`config.mk`:
```
export PLATFORM = sky130hd
export DESIGN_NAME = w_stage_writeback
export DESIGN_NICKNAME = d
export VERILOG_FILES = /design/src/rtl/w_stage_writeback.sv
export SDC_FILE = /design/constraint.sdc
export NUM_CORES = 2
export LEC_CHECK = 0
export ABC_CLOCK_PERIOD_IN_PS = 6300
export CORE_MARGIN = 5
export CORE_UTILIZATION = 30
export CTS_CLUSTER_DIAMETER = 60
export DETAILED_ROUTE_END_ITERATION = 10
export GPL_ROUTABILITY_DRIVEN = 0
export SYNTH_ARGS = -nofsm -noshare
export SYNTH_HDL_FRONTEND = slang
export SYNTH_SLANG_ARGS = --single-unit
```
`constraint.sdc`:
```
create_clock -name clk -period 6.3 [get_ports clk]
set_input_delay 0.63 -clock clk [delete_from_list [all_inputs] [get_ports clk]]
set_output_delay 0.63 -clock clk [all_outputs]
set_load 0.005 [all_outputs]
```
`src/rtl/w_stage_writeback.sv`:
```
// W-stage writeback: decodes the retiring instruction, owns the GRF,
// serves two D-stage read ports with write-through bypass, exposes the
// effective W-stage write for forwarding and counts retired instructions.
module w_stage_writeback #(
    parameter int         NREG    = 32,
    parameter logic [5:0] COND_OP = 6'b111111
) (
    input  logic        clk,
    input  logic        reset,
    input  logic [31:0] instr_in,
    input  logic [31:0] pc_in,
    input  logic [31:0] EXT32_in,
    input  logic [31:0] AO_in,
    input  logic [31:0] RD_in,
    input  logic        con_in,
    input  logic [4:0]  rs_addr,
    input  logic [4:0]  rt_addr,
    output logic [31:0] rs_data,
    output logic [31:0] rt_data,
    output logic        w_we_out,
    output logic [4:0]  w_addr_out,
    output logic [31:0] w_data_out,
    output logic [31:0] instret_out
);

    localparam logic [5:0] OP_SPECIAL = 6'h00;
    localparam logic [5:0] OP_ORI     = 6'h0d;
    localparam logic [5:0] OP_LUI     = 6'h0f;
    localparam logic [5:0] OP_LW      = 6'h23;
    localparam logic [5:0] OP_JAL     = 6'h03;
    localparam logic [5:0] FN_ADDU    = 6'h21;
    localparam logic [5:0] FN_SUBU    = 6'h23;

    logic [5:0]  w_op;
    logic [5:0]  w_funct;
    logic [4:0]  w_rt;
    logic [4:0]  w_rd;
    logic        w_dec_we;
    logic [4:0]  w_dec_addr;
    logic [31:0] w_sel_data;
    logic        w_eff_we;

    logic [31:0] r_grf [0:NREG-1];
    logic [31:0] r_instret;

    assign w_op    = instr_in[31:26];
    assign w_funct = instr_in[5:0];
    assign w_rt    = instr_in[20:16];
    assign w_rd    = instr_in[15:11];

    // Decode destination and writeback data; COND_OP is checked first so it
    // wins even if it is ever parameterised onto another opcode.
    always_comb begin
        w_dec_we   = 1'b0;
        w_dec_addr = 5'd0;
        w_sel_data = 32'd0;
        if (w_op == COND_OP) begin
            w_dec_we   = 1'b1;
            w_dec_addr = w_rt;
            w_sel_data = AO_in;
        end else begin
            case (w_op)
                OP_SPECIAL: begin
                    if (w_funct == FN_ADDU || w_funct == FN_SUBU) begin
                        w_dec_we   = 1'b1;
                        w_dec_addr = w_rd;
                        w_sel_data = AO_in;
                    end
                end
                OP_ORI, OP_LUI: begin
                    w_dec_we   = 1'b1;
                    w_dec_addr = w_rt;
                    w_sel_data = AO_in;
                end
                OP_LW: begin
                    w_dec_we   = 1'b1;
                    w_dec_addr = w_rt;
                    w_sel_data = RD_in;
                end
                OP_JAL: begin
                    w_dec_we   = 1'b1;
                    w_dec_addr = 5'd31;
                    w_sel_data = pc_in + 32'd8;
                end
                default: begin
                    w_dec_we   = 1'b0;
                    w_dec_addr = 5'd0;
                    w_sel_data = 32'd0;
                end
            endcase
        end
    end

    // The immediate is already folded into AO_in upstream; keep it visible
    // on the port without letting it influence anything here.
    logic w_unused_ext;
    assign w_unused_ext = ^EXT32_in;

    // Writes to $0 and writes during reset are suppressed at the source so
    // forwarding never sees them.
    assign w_eff_we   = w_dec_we && ((w_op != COND_OP) || con_in) &&
                        (w_dec_addr != 5'd0) && reset;
    assign w_we_out   = w_eff_we;
    assign w_addr_out = w_eff_we ? w_dec_addr : 5'd0;
    assign w_data_out = w_sel_data;

    // Commit the W-stage result; async reset clears the whole file at once.
    always_ff @(posedge clk or negedge reset) begin
        if (!reset) begin
            for (int i = 0; i < NREG; i++) begin
                r_grf[i] <= 32'd0;
            end
        end else if (w_eff_we) begin
            r_grf[w_addr_out] <= w_data_out;
        end
    end

    // Count every non-bubble instruction, including ones that do not write.
    always_ff @(posedge clk or negedge reset) begin
        if (!reset) begin
            r_instret <= 32'd0;
        end else if (instr_in != 32'd0) begin
            r_instret <= r_instret + 32'd1;
        end
    end

    assign instret_out = r_instret;

    // Read port A with write-through bypass from the W stage.
    always_comb begin
        rs_data = 32'd0;
        if (reset && rs_addr != 5'd0) begin
            if (w_eff_we && rs_addr == w_addr_out) begin
                rs_data = w_data_out;
            end else begin
                rs_data = r_grf[rs_addr];
            end
        end
    end

    // Read port B, independent of port A.
    always_comb begin
        rt_data = 32'd0;
        if (reset && rt_addr != 5'd0) begin
            if (w_eff_we && rt_addr == w_addr_out) begin
                rt_data = w_data_out;
            end else begin
                rt_data = r_grf[rt_addr];
            end
        end
    end

endmodule

```
* Word level (Yosys, flattened, before mapping) *
Cells that the tools add are included.

cells by class
  reduce and logical (&&, ||, !) cells = 18
  magnitude comparators = 4
  $add $sub $neg = 2
  muxes and demuxes = 23
  bitwise gates (word level) = 3
  equality and inequality tests = 10

operators by type and width
  kind                   count
  $bwmux 1024            1
  $mux 32                11
  $bmux 32 s5            2
  $demux 32 s5           1
  $pmux 32 s4            1
  $add 32x1->32 const B  1
  $add 32x4->32 const B  1
  $reduce_bool 32->1     1
  $eq 6x6->1 const B     4
  $ge 6x6->1 const B     3
  $not 5->6              3
  $mux 5                 3
  $pmux 5 s3             1
  $reduce_bool 5->1      3
  $eq 6x4->1 const B     2
  $eq 5x5->1             2
  $logic_and 1x1->1      8
  $eq 6x2->1 const B     1
  $logic_not 6->1        1
  $lt 6x1->1 const B     1
  $ne 6x6->1 const B     1
  $reduce_or 4->1        1
  $reduce_or 3->1        1
  $logic_or 1x1->1       2
  other kinds (3)        4

storage, ports and cells
  output and inout bits = 134
  flip-flop bits (word level) = 1056
  input port bits = 173
  word-level logic and storage cells = 93

* Longest topological paths before layout *
  depth in word-level cells = 15
  depth in mapped cells = 13
  gate-level depth less buffers = 9

* Least setup slack after synthesis *
OpenSTA, ideal clock, no wires.

  path kind = input to output
  start = input rs_addr[0]
  end = output rs_data[31]
  path slack = 2.385 ns
  data arrival time = 3.285 ns
  cell stages on the path = 8
  path buffers = 3
  data required time = 5.670 ns
  cells stage by stage = clkbuf_1 -> buf_1 -> clkbuf_1 -> mux4_2 -> mux4_2 -> mux2i_1 -> nor2_1 -> mux2_2

between the ends
  word-level cells in the longest chain between the ends = 6
  elaborated cells on any way between the ends = 10
  those cells by class = eq/ne: 1; mux: 5; bitwise: 1; reduce/logical: 3

RTL lines
  item                                        RTL line  text
  start: declaration                          16        input logic [4:0] rs_addr,
  $not 5->6 (not written as such)             136       rs_data = r_grf[rs_addr];
  $bmux 32 s5                                 136
  $mux 32 (not written as such) (2 in a row)  136
  $mux 32                                     133       if (w_eff_we && rs_addr == w_addr_out) begin
  $mux 32 *                                   132       if (reset && rs_addr != 5'd0) begin
  end: declaration                            18        output logic [31:0] rs_data,

Mark *: on every way between the ends. The rest lies on a longest branch, timed or not. The select of a mux whose other input is x is not followed.

* Worst setup path in the final report *
  start = input instr_in[26]
  end = output rs_data[3]

between the ends
  word-level cells in the longest chain between the ends = 12
  elaborated cells on any way between the ends = 26
  those cells by class = eq/ne: 7; mux: 9; reduce/logical: 10

RTL lines
  item                                                                 RTL line  text
  start: declaration                                                   10        input logic [31:0] instr_in,
  $eq 6x6->1 (tied with other cells)                                   62        case (w_op)
  $reduce_or 3->1 (no source line) or $reduce_or 4->1 (tied branches)  -
  $pmux 5 s3 or $pmux 1 s2 (tied branches)                             62
  $mux 5 or $mux 1 (tied branches)                                     57        if (w_op == COND_OP) begin
  $reduce_bool 5->1 or $logic_and 1x1->1 (tied branches)               102, 101
  $logic_and 1x1->1                                                    101       assign w_eff_we = w_dec_we && ((w_op != COND_OP) || con_in) &&
  $logic_and 1x1->1                                                    102       (w_dec_addr != 5'd0) && reset;
  $mux 5                                                               104       assign w_addr_out = w_eff_we ? w_dec_addr : 5'd0;
  $eq 5x5->1                                                           133
  $logic_and 1x1->1                                                    133
  $mux 32 *                                                            133
  $mux 32 *                                                            132

Mark *: on every way between the ends. The rest lies on a longest branch, timed or not.

==> flow_summary.toml <==
[yosys]
netlist.top_cell.by_area = "dfrtp_1"
synth.distinct_cells = 59
syn_nets = 4660
yosys-top-cells-count = "dfrtp_1 (1,056), mux4_2 (640), nand2_1 (502)"
synth_edf_count = 0
ys_seq_area_frac = 0.4682
syn_area_per_cell_um2 = 12.58
ys_async_sr_fraction = 1.000
synth_top_area_frac = 0.4682
syn_area_um2 = 56440
yosysWarnings = 0
synthMostInstantiatedCell = "dfrtp_1"
yosys_register_bits = 1056
synth_area_leaders = "dfrtp_1 (47%), mux4_2 (26%), mux2_2 (5.8%)"
synth-main-ff-cell = "dfrtp_1"
synthCells = 4485

[layout]
area_growth_pct = 16.98
final_nets = 4711
drive_gt1_frac = 0.2912

[cts]
path_clk_slew_ns = 0.07
h-tree-depth = 3
insertion_delay_ns = 0.70
cts-root-buf = "clkbuf_16"
post_cts_buffers = 0
numCtsBuffers = 107
clock-sinks = 1056
cts_tree = "yes"
cts_resized = 0
cts_max_path_buffers = 3

[critical_path]
crit_path_end_kind = "output pin"
crit_path_start_kind = "input port"
critPathMaxFanout = 8
critPathArrivalTime_ns = 4.97
worst-setup-path-type = "in2out"
worstPathRequired_ns = 5.67

[floorplanning]
rows = 159
die_h_um = 443.7
initial_core_util = 0.3012
die_x_um = 443.7
core_area_um2 = 187400
ios = 307
die-area_um2 = 196900

[timing]
worst_slew_pin_slew_ns = 1.158
finalSetupViolations = 0
post-route-period-util = 0.8890
final_hold_viol_count = 0
period_needed_ns = 5.600
skew_ns = 0.01037
slew_viol_final = 0
setup_tns_ns = 0
slew_headroom = 0.2282
fmax_ghz = 0.1786
grt_setup_unrepaired = "no"

[grt]
grt_pass1_vias = 40652
grt_pass1_wl_um = 283400
antenna_found_initial = 0
grt_max_degree = 183
grtUsageTotal = 0.1916
overflow = 0

[status]
outcome = "finished clean"

[route]
vias_per_cell = 5.535
first_iter_violations = 3712
routed_wl_um = 191900
vias = 39439
drt_first_pass_iters = 7
ant_nets = 0
drc = 0
wl_per_cell_um = 26.93

[pwr]
power.density_nw_per_um2 = 223.7
peakVddDrop_uv = 213.9
power_mw = 14.77
p_leak_nw = 27.76

[place]
portBuffers = 274
hpwl_um = 118100

[run]
maxCapViolations = 0

[worst_hold_path]
holdCritPathClass = "reg2reg"
[cells in the final DEF, fill, tap and decap left out, types with 25 or more instances in the layout]
cell and instances:
mux2_2 292, dfrtp_1 1056, clkbuf_16 110, xnor2_1 31, xor2_1 32, o21ai_0 450, buf_4 143, o31ai_1 45
a311o_1 31, nand2_1 497, nor2_1 304, clkdlybuf4s50_1 263, mux4_2 640, inv_1 25, a21oi_1 264, mux2i_1 64
[through the flow]
step	hold WS, ns	area, um2	instances	setup WS (ns)	utilization
CTS	0.3980	66010	7124	0.6659	0.3523
detailed placement	0.3820	62170	6921	0.6802	0.3318
global placement	0.3763	62170	6921	0.6311	0.3318
global route	0.4076	66010	7124	0.5052	0.3523
floorplan	0.3344	56440	4485	2.385	-
finish	0.3952	66020	7126	0.6995	0.3523
[area by class of cell]
class | instances | area [um2]
Clock inverter | 51 | 683.2
Clock buffer | 151 | 3147
Multi-Input combinational cell | 2897 | 28320
Inverter | 43 | 161.4
Fill cell | 18191 | 121400
Tap cell | 2495 | 3122
Sequential cell | 1056 | 26430
Timing Repair Buffer | 431 | 4154
Antenna cell | 2 | 5.005
[per-layer routing]
metal	wire (um)	vias to the layer above	GRT usage
met5	0	-	0
met1	72520	20883	0.2307
met2	96030	1380	0.3282
met4	13300	0	0.1152
met3	10090	392	0.02493
li1	-	16784	-
[sequential cells by signal, summed over array words and instances, names as in the netlist]
name / flops
instret_out: 32
r_grf: 1024
[power breakdown]
part / total, mW / switching [mW] / internal [mW]
clock: 6.94 / 2.87 / 4.07
sequential: 6.83 / 0.0193 / 6.81
combinational: 1.00 / 0.635 / 0.365
total: 14.8 / 3.52 / 11.2
[worst max-delay path, stage by stage]
cell and delay [ns]:
clkdlybuf4s50_1 0.52, nor4_1 0.53, and4b_1 0.49, a211oi_2 0.12
buf_4 0.18, and3_1 0.29, a31o_2 0.33, inv_2 0.09
nand3_2 0.30, o31ai_1 0.80, clkdlybuf4s50_1 0.66
[cells by family after synthesis]
| logic type | synth area share |
|---|---|
| flip-flops | 0.4682 |
| AND/OR/NAND/NOR | 0.06904 |
| AO/OA/AOI/OAI | 0.08790 |
| XOR/XNOR | 0.009777 |
| buffers and inverters | 0.03662 |
| multiplexers | 0.3280 |
| adder cells (fa/ha/maj) | 0.0004433 |
[worst paths after layout]
path                           startpoint               to  slack [ns]  depth (start not counted)
max                          instr_in[26]       rs_data[3]        0.70                         11
min                           r_grf[1010]      r_grf[1010]        0.40                          0
max reg2reg                instret_out[4]  instret_out[24]        4.40                          7
min reg2reg                   r_grf[1010]      r_grf[1010]        0.40                          0
max in group asynchronous           reset       r_grf[109]        3.00                          5
min in group asynchronous           reset  instret_out[30]        0.44                          2
[what timing repair did]
item	in CTS	in global routing
hold buffers	1	0
endpoints found under the hold margin	32	0
endpoints found under the setup margin	0	0
(Power assumes the default switching activity.)
